File: src/rtl/opb_regbank_pkg.sv
// ----------------------------------------------------------------------------
// opb_regbank_pkg
//
// Shared types and helpers for the OPB register bank.
//   opb_state_e : transfer state machine encoding (IDLE, DECODE, ACK, HOLD)
//   be_mask     : expands the four OPB byte enables into a 32-bit write mask
//   bitrev32    : moves a word between OPB [0:31] and fabric [31:0] numbering
// ----------------------------------------------------------------------------
package opb_regbank_pkg;

   typedef enum logic [1:0] {
      ST_IDLE   = 2'd0,
      ST_DECODE = 2'd1,
      ST_ACK    = 2'd2,
      ST_HOLD   = 2'd3
   } opb_state_e;

   // OPB numbers bytes MSB-first, so BE[0] covers the top byte (31:24).
   function automatic logic [31:0] be_mask(input logic [0:3] be);
      return {{8{be[0]}}, {8{be[1]}}, {8{be[2]}}, {8{be[3]}}};
   endfunction

   // OPB bit k is the MSB-relative bit, i.e. fabric bit 31-k. The numeric
   // value of the word does not change; only the index numbering does.
   function automatic logic [31:0] bitrev32(input logic [0:31] d);
      logic [31:0] r;
      r = '0;
      for (int k = 0; k < 32; k++) begin
         r[31-k] = d[k];
      end
      return r;
   endfunction

endpackage

File: src/rtl/opb_regbank_decode.sv
// ----------------------------------------------------------------------------
// opb_regbank_decode
//
// Purely combinational address decode for the register bank. The parent
// registers the results when it captures a transfer.
//   addr     : OPB address (bit 0 is the MSB)
//   select   : OPB_select
//   hit      : select asserted and address inside [C_BASEADDR, C_HIGHADDR]
//   idx      : word index of the address within the window (low bits)
//   in_range : address inside the window and index below C_NUM_REGS
// ----------------------------------------------------------------------------
module opb_regbank_decode #(
   parameter int                       C_OPB_AWIDTH = 32,
   parameter logic [C_OPB_AWIDTH-1:0]  C_BASEADDR   = 32'h0100_3400,
   parameter logic [C_OPB_AWIDTH-1:0]  C_HIGHADDR   = 32'h0100_34FF,
   parameter int                       C_NUM_REGS   = 8,
   parameter int                       IDX_W        = 3
) (
   input  logic [0:C_OPB_AWIDTH-1] addr,
   input  logic                    select,
   output logic                    hit,
   output logic [IDX_W-1:0]        idx,
   output logic                    in_range
);

   logic                    in_window;
   logic [C_OPB_AWIDTH-1:0] word;

   // The byte offset is shifted down to a word index, which discards the two
   // low address bits so sub-word addresses alias onto their register.
   assign in_window = (addr >= C_BASEADDR) && (addr <= C_HIGHADDR);
   assign word      = (addr - C_BASEADDR) >> 2;
   assign hit       = select && in_window;
   assign idx       = word[IDX_W-1:0];
   assign in_range  = in_window && (word < C_OPB_AWIDTH'(C_NUM_REGS));

endmodule

File: src/rtl/opb_register_bank.sv
// ----------------------------------------------------------------------------
// opb_register_bank
//
// OPB slave exposing C_NUM_REGS 32-bit software registers with byte-enable
// writes, per-register write strobes, optional self-clearing registers and
// optional read-only status registers fed from fabric.
//
// Ports
//   OPB_Clk, OPB_Rst_n  : clock and synchronous active-low reset
//   OPB_ABus/BE/DBus    : address, byte enables, write data (bit 0 = MSB)
//   OPB_RNW             : 1 = read, 0 = write
//   OPB_select          : transfer request
//   OPB_seqAddr         : burst hint, continues a transfer from HOLD
//   Sl_DBus             : read data, non-zero only during a read ack
//   Sl_errAck, Sl_retry : tied low
//   Sl_toutSup          : timeout suppress while a transfer is in progress
//   Sl_xferAck          : one-cycle transfer acknowledge
//   user_data_out       : register i on bits [32i+31:32i]
//   user_data_in        : status words for read-only registers
//   user_we             : one-cycle strobe, aligned with the new register value
// ----------------------------------------------------------------------------
module opb_register_bank
   import opb_regbank_pkg::*;
#(
   parameter logic [31:0]            C_BASEADDR     = 32'h0100_3400,
   parameter logic [31:0]            C_HIGHADDR     = 32'h0100_34FF,
   parameter int                     C_NUM_REGS     = 8,
   parameter int                     C_OPB_AWIDTH   = 32,
   parameter int                     C_OPB_DWIDTH   = 32,
   parameter logic [C_NUM_REGS-1:0]  C_RO_MASK      = {C_NUM_REGS{1'b0}},
   parameter logic [C_NUM_REGS-1:0]  C_SELFCLR_MASK = {C_NUM_REGS{1'b0}},
   parameter logic [31:0]            C_RESET_VAL    = 32'h0
) (
   input  logic                      OPB_Clk,
   input  logic                      OPB_Rst_n,
   input  logic [0:C_OPB_AWIDTH-1]   OPB_ABus,
   input  logic [0:3]                OPB_BE,
   input  logic [0:C_OPB_DWIDTH-1]   OPB_DBus,
   input  logic                      OPB_RNW,
   input  logic                      OPB_select,
   input  logic                      OPB_seqAddr,
   output logic [0:C_OPB_DWIDTH-1]   Sl_DBus,
   output logic                      Sl_errAck,
   output logic                      Sl_retry,
   output logic                      Sl_toutSup,
   output logic                      Sl_xferAck,
   output logic [32*C_NUM_REGS-1:0]  user_data_out,
   input  logic [32*C_NUM_REGS-1:0]  user_data_in,
   output logic [C_NUM_REGS-1:0]     user_we
);

   localparam int IDX_W = (C_NUM_REGS > 1) ? $clog2(C_NUM_REGS) : 1;

   opb_state_e       state;

   logic             dec_hit;
   logic             dec_in_range;
   logic [IDX_W-1:0] dec_idx;

   logic             lat_rnw;
   logic             lat_in_range;
   logic [IDX_W-1:0] lat_idx;
   logic [31:0]      lat_data;
   logic [31:0]      lat_mask;

   logic [31:0]      regs_q [C_NUM_REGS];
   logic [31:0]      rd_mux;
   logic             capture;
   logic             wr_commit;

   assign Sl_errAck = 1'b0;
   assign Sl_retry  = 1'b0;

   opb_regbank_decode #(
      .C_OPB_AWIDTH (C_OPB_AWIDTH),
      .C_BASEADDR   (C_BASEADDR),
      .C_HIGHADDR   (C_HIGHADDR),
      .C_NUM_REGS   (C_NUM_REGS),
      .IDX_W        (IDX_W)
   ) u_decode (
      .addr     (OPB_ABus),
      .select   (OPB_select),
      .hit      (dec_hit),
      .idx      (dec_idx),
      .in_range (dec_in_range)
   );

   // A transfer is captured either from IDLE on a window hit or from HOLD
   // when the master continues a burst. The burst path does not re-check the
   // window; an address outside it simply decodes as out of range.
   assign capture = ((state == ST_IDLE) && dec_hit) ||
                    ((state == ST_HOLD) && OPB_select && OPB_seqAddr);

   // Writes land at the end of the ACK cycle and only on writable, existing
   // registers; everything else is acknowledged and dropped.
   assign wr_commit = (state == ST_ACK) && !lat_rnw && lat_in_range &&
                      !C_RO_MASK[lat_idx];

   // Read data source for the captured index: fabric status for read-only
   // registers, the stored value otherwise, zero beyond the last register.
   always_comb begin
      rd_mux = '0;
      if (lat_in_range) begin
         if (C_RO_MASK[lat_idx]) begin
            rd_mux = user_data_in[32*lat_idx +: 32];
         end else begin
            rd_mux = regs_q[lat_idx];
         end
      end
   end

   // Transfer state machine. Every Sl_* output is a flop so nothing on the
   // OPB input side reaches the slave outputs combinationally. Sl_DBus is
   // loaded only on the DECODE->ACK edge of a read and cleared right after.
   always_ff @(posedge OPB_Clk) begin
      if (!OPB_Rst_n) begin
         state        <= ST_IDLE;
         Sl_xferAck   <= 1'b0;
         Sl_toutSup   <= 1'b0;
         Sl_DBus      <= '0;
         lat_rnw      <= 1'b0;
         lat_in_range <= 1'b0;
         lat_idx      <= '0;
         lat_data     <= '0;
         lat_mask     <= '0;
      end else begin
         case (state)
            ST_IDLE: begin
               if (capture) begin
                  state      <= ST_DECODE;
                  Sl_toutSup <= 1'b1;
               end
            end
            ST_DECODE: begin
               state      <= ST_ACK;
               Sl_xferAck <= 1'b1;
               Sl_DBus    <= lat_rnw ? bitrev32(rd_mux) : '0;
            end
            ST_ACK: begin
               state      <= ST_HOLD;
               Sl_xferAck <= 1'b0;
               Sl_toutSup <= 1'b0;
               Sl_DBus    <= '0;
            end
            ST_HOLD: begin
               if (!OPB_select) begin
                  state <= ST_IDLE;
               end else if (OPB_seqAddr) begin
                  state      <= ST_DECODE;
                  Sl_toutSup <= 1'b1;
               end
            end
            default: state <= ST_IDLE;
         endcase

         if (capture) begin
            lat_rnw      <= OPB_RNW;
            lat_idx      <= dec_idx;
            lat_in_range <= dec_in_range;
            lat_data     <= bitrev32(OPB_DBus);
            lat_mask     <= be_mask(OPB_BE);
         end
      end
   end

   // Register storage and write strobes. The strobe is raised on the same
   // edge that commits the data, so both appear together one cycle after
   // ACK. A self-clearing register uses its own strobe to know the written
   // value has been visible for a cycle; a fresh commit takes priority over
   // that clear. Read-only slots hold the reset value since they store nothing.
   always_ff @(posedge OPB_Clk) begin
      if (!OPB_Rst_n) begin
         for (int i = 0; i < C_NUM_REGS; i++) begin
            regs_q[i] <= C_RESET_VAL;
         end
         user_we <= '0;
      end else begin
         for (int i = 0; i < C_NUM_REGS; i++) begin
            user_we[i] <= wr_commit && (lat_idx == IDX_W'(i));
            if (C_RO_MASK[i]) begin
               regs_q[i] <= C_RESET_VAL;
            end else if (wr_commit && (lat_idx == IDX_W'(i))) begin
               regs_q[i] <= (regs_q[i] & ~lat_mask) | (lat_data & lat_mask);
            end else if (C_SELFCLR_MASK[i] && user_we[i]) begin
               regs_q[i] <= C_RESET_VAL;
            end
         end
      end
   end

   for (genvar g = 0; g < C_NUM_REGS; g++) begin : g_out
      assign user_data_out[32*g +: 32] = regs_q[g];
   end

endmodule

File: config.mk
export PLATFORM = sky130hd
export DESIGN_NAME = opb_register_bank
export DESIGN_NICKNAME = d
export VERILOG_FILES = /design/src/rtl/opb_regbank_pkg.sv /design/src/rtl/opb_regbank_decode.sv /design/src/rtl/opb_register_bank.sv
export SDC_FILE = /design/constraint.sdc
export NUM_CORES = 1
export LEC_CHECK = 0
export BUFFER_PORTS_ARGS = -buffer_cell sky130_fd_sc_hd__clkbuf_2
export CORE_AREA = 5 5 241 243
export CTS_CLUSTER_SIZE = 20
export DETAILED_ROUTE_END_ITERATION = 10
export DIE_AREA = 0 0 246 248
export HOLD_SLACK_MARGIN = 0.08
export PLACE_DENSITY = 0.51
export SYNTH_ARGS = -nofsm -noshare
export SYNTH_HDL_FRONTEND = slang
export SYNTH_HIERARCHICAL = 1
export SYNTH_SLANG_ARGS = --single-unit
File: constraint.sdc
create_clock -name OPB_Clk -period 8.24 [get_ports OPB_Clk]
set_clock_uncertainty 0.15 [all_clocks]
set_input_delay 0.412 -clock OPB_Clk [delete_from_list [all_inputs] [get_ports OPB_Clk]]
set_output_delay 0.412 -clock OPB_Clk [all_outputs]
set_load 0.005 [all_outputs]
==> results.txt <==
The flow ran to the end, and the final reports show no timing, DRC or antenna violations. In the layout the commonest cells are 368 x sky130_fd_sc_hd__clkbuf_2, 329 x sky130_fd_sc_hd__a21oi_1, 308 x sky130_fd_sc_hd__nand2b_1. Dividing the final minimum period by the clock period gives 0.369. The max-slew violation total from the final report came out at 0.

For hold timing, the worst endpoint is lat_data[19]$_SDFFE_PN0N_. The post-synthesis to final-layout area growth came out at 26.3%. The final hold violation count is 0. The number of hold-repair buffers added at the cts stage came out at 44.

In this run the cell area measured after placement is about 19000 um^2. The tree is rooted in a sky130_fd_sc_hd__clkbuf_16. STA puts the critical path data required time at 8.50 ns. After legalization and detailed placement, the total HPWL measured 39800 um. The number of standard-cell rows in the floorplan came out at 87. The cell type of the slowest stage on the worst timing path is sky130_fd_sc_hd__nand3_2. In the synthesized netlist the dominant register cell turns out to be sky130_fd_sc_hd__edfxtp_1. The average via count per standard cell is 4.98.

The number of antenna violations at the first check in global routing is 4. The via total after detailed routing came out at 12900. The relative contribution of the clock network to total power is 0.449. The total detailed-routing wirelength is approximately 63000 um. The share of total power dissipated in sequential elements is 0.480. In this run the worst hold path is classified as in2reg. The compound-cell area share of the yosys netlist is 0.128. Of the total synthesized cell area, the portion taken by XOR and XNOR cells is 0. The shortest clock period the worst path allows after layout came out at 3.04 ns. The netlist uses 45 different library cells.

The vertical die dimension came out at 248 um. Dividing total power by cell area gives a power density of slightly below 200 nW/um^2. The minimum setup slack after placement is 4.80 ns.

Entering global routing, the biggest net connects 81 pins. The floorplan step defined a die boundary enclosing 61000 um^2. TritonCTS built the clock tree.

The first-pass detailed-route iteration total is 5. The worst-case hold slack came out at 0.153 ns. The largest fanout of any net on the critical path came out at 23. The instance count along the most critical hold path is 4.

The routed wirelength normalized by instance count is about 24 um. The summed negative setup slack over all endpoints is 0 ns. The via count of the first global-routing pass was roughly 13000. Setup violations remaining at the end of the flow were counted as 0. The fraction of synthesized area in multiplexers came out at 0.0866. The worst setup path is launched from a register. The critical path goes through inv_1, ha_1, and4bb_2, nor2b_1, nand3_2, buf_4, a21oi_1. The CTS buffer count came out at 42. Internal power comes to 3.13 mW. The end of the worst register-to-register path is regs_q[1][30]$_SDFFCE_PN0P_. The count of buffers inserted at the top-level ports is between 300 and 400. The combinational power share came out at 0.071. The sequential fraction of the synthesis area is 0.577. The net count of the finished layout is 2143. In this run the critical register-to-register path is launched from state[0]$_SDFFE_PN0P_.

The analysis attributes to net switching a power of around 1 mW. The longest clock path from root to sink contains 3 buffers. The origin of the worst min-delay path is OPB_seqAddr. The remaining antenna violation count after routing came out at 0. The area of the mapped netlist came out at 16400 um^2. The gate count of the mapped netlist is 1441. For this design the static power due to leakage is 7.71 nW.

Static timing analysis puts the maximum clock frequency at 329 MHz. The count of warnings emitted by yosys is 6. After global routing the overflow that remains totals 0. The initial standard-cell utilization of the core came out at 0.294.

Setup repair after global routing left no endpoint under its margin. Clock tree synthesis found a total of 344 sinks. Of the total synthesized cell area, the portion taken by AND, OR, NAND and NOR gates is 0.164. For this block, the initial DRC count from the detailed router was 965.

The buffers inserted during post-CTS setup optimization is 0. Of the total synthesized cell area, the portion taken by full adders, half adders and majority gates is 0.00306. For the worst flop-to-flop path, the logic depth is 7. The total of cells resized after clock tree synthesis came out at 0. The horizontal extent of the die came out at 246 um.

Pin placement for this block handled 629 I/O pins. The endpoint class of the critical path is a register. The mean area per synthesized cell came out at 11.4 um^2. The critical path is of the reg2reg type. The summed area of non-filler cells in the final layout came out at 20700 um^2.

The data arrival time at the worst-slack endpoint is 3.29 ns. For the pin with the worst max-slew slack, the measured transition is 1.19 ns. The maximum vdd ir drop came out at 0.129 mV. The total track usage is 0.197. For the worst-skew pair, the clock arrives at the later sink with an insertion delay of 0.57 ns. In this design, the stage delay of the slowest critical-path cell is 0.72 ns.

The count of unresolved DRC violations after routing is 0. The main combinational cell family by area after synthesis is simple AND/OR/NAND/NOR gates. The region available for standard cell placement spans between 50000 and 60000 um^2.

The final critical-path setup slack is 5.20 ns. The fraction of final layout cells sized beyond drive strength 1 came out at 0.275. After clock tree synthesis, the clock-pin slew on the worst setup and hold paths is about 0.06 ns. The max-cap violation count is 0. The depth of the CTS H-tree came out at 2. At the end of routability-driven placement, the weighted congestion stood at 0.783. The first-pass GRT wire length is between 80000 and 90000 um. For this run, asynchronously set or reset flops after synthesis account for 0. Yosys mapped a number of flops with a built-in enable equal to 256. The relative max-transition margin came out at 0.205. The switching share of total power is 0.237.

The commonest non-fill, non-tap cell in the layout is sky130_fd_sc_hd__clkbuf_2. The reg2reg setup slack is 5.20 ns. The number of storage elements in the synthesis netlist came out at 344.
[layout make-up]
class / instances / area [um^2]
Multi-Input combinational cell: 973 / 6400
Antenna cell: 1 / 2.50
Clock buffer: 64 / 1270
Inverter: 12 / 50.0
Fill cell: 5642 / 35000
Sequential cell: 344 / 9460
Clock inverter: 13 / 91.3
Tap cell: 756 / 946
Timing Repair Buffer: 437 / 2470
[power by group through the flow]
| stage | Combinational (mW) | Sequential, mW | Clock [mW] |
|---|---|---|---|
| 2_1_floorplan | 0.121 | 2.00 | 0 |
| 3_3_place_gp | 0.278 | 2.01 | 0 |
| 3_5_place_dp | 0.279 | 2.01 | 0 |
| 4_1_cts | 0.297 | 1.97 | 1.90 |
| 5_1_grt | 0.318 | 1.98 | 1.97 |
| 6_report | 0.292 | 1.97 | 1.85 |
[worst max path at each step]
stage	depth (start not counted)	start	slack, ns	to
2_1_floorplan	5	state[0]$_SDFFE_PN0P_	4.29	regs_q[2][0]$_SDFFCE_PN0P_
3_3_place_gp	5	OPB_Rst_n	4.86	regs_q[4][0]$_SDFFCE_PN0P_
3_5_place_dp	5	OPB_Rst_n	4.80	regs_q[4][25]$_SDFFCE_PN0P_
4_1_cts	7	state[0]$_SDFFE_PN0P_	5.15	regs_q[1][30]$_SDFFCE_PN0P_
5_1_grt	7	state[0]$_SDFFE_PN0P_	5.04	regs_q[1][3]$_SDFFCE_PN0P_
6_report	7	state[0]$_SDFFE_PN0P_	5.20	regs_q[1][30]$_SDFFCE_PN0P_
[through the flow]
stage / total power, mW / cells / utilization
6_report: 4.11 / 2600 / 0.371
5_1_grt: 4.26 / 2599 / 0.371
2_1_floorplan: 2.12 / 1442 / -
3_5_place_dp: 2.29 / 2478 / 0.339
4_1_cts: 4.17 / 2599 / 0.371
3_3_place_gp: 2.28 / 2478 / 0.339
[cell families (layout without fill, tap and decap cells)]
logic type | count (synthesis) | in the layout
adders and majority gates | 4 | 4
muxes | 98 | 98
and+or+nand+nor | 479 | 479
DFF | 344 | 344
buffers and inverters | 125 | 526
other | 1 | 3
AOI/OAI and AO/OA | 390 | 390
[registers in the layout, indices dropped and copies added (netlist names), named ones only]
register and cells:
lat_mask 4, lat_data 32, state 2, Sl_DBus 32, lat_rnw 1, user_we 8
regs_q 256, lat_in_range 1, Sl_xferAck 1, lat_idx 3, Sl_toutSup 1
[per-layer routing]
metal / global-route usage / wire, um
met3: 0.0648 / 6260
met1: 0.272 / 27800
met4: 0.0464 / 1120
met5: 0 / 27
met2: 0.304 / 27800
[cell usage after synthesis (2+ instances only)]
library cell	instances	area, um^2
sky130_fd_sc_hd__a21oi_1	329	1650
sky130_fd_sc_hd__nand2b_1	308	1930
sky130_fd_sc_hd__edfxtp_1	256	7690
sky130_fd_sc_hd__nand2_1	121	454
sky130_fd_sc_hd__dfxtp_1	88	1760
sky130_fd_sc_hd__clkbuf_1	70	263
sky130_fd_sc_hd__mux2i_1	66	661
sky130_fd_sc_hd__a22oi_1	32	240
sky130_fd_sc_hd__mux4_2	22	495
sky130_fd_sc_hd__nand3_1	22	110
sky130_fd_sc_hd__o211ai_1	14	105
sky130_fd_sc_hd__buf_2	12	60.1
sky130_fd_sc_hd__inv_1	11	41.3
sky130_fd_sc_hd__mux4_1	10	263
sky130_fd_sc_hd__o21ai_0	8	40.0
sky130_fd_sc_hd__buf_4	7	52.6
sky130_fd_sc_hd__nor2_1	7	26.3
sky130_fd_sc_hd__buf_1	6	22.5
sky130_fd_sc_hd__buf_12	6	120
sky130_fd_sc_hd__dlygate4sd1_1	5	43.8
sky130_fd_sc_hd__nor3_1	5	25.0
sky130_fd_sc_hd__buf_6	4	45.0
sky130_fd_sc_hd__ha_1	4	50.1
sky130_fd_sc_hd__a211oi_1	3	22.5
sky130_fd_sc_hd__nor2b_1	3	18.8
sky130_fd_sc_hd__clkbuf_4	2	15.0
sky130_fd_sc_hd__nor4_2	2	25.0
[critical path: cells and delay by family, from the launching register on]
| family | cells | cell delay (ns) |
|---|---|---|
| AND/OR/NAND/NOR | 3 | 1.32 |
| buffers and inverters | 2 | 0.62 |
| flip-flops | 1 | 0.33 |
| adder cells (fa/ha/maj) | 1 | 0.29 |
| AO/OA/AOI/OAI | 1 | 0.15 |
Note: power is estimated with default switching activity, not from simulation.
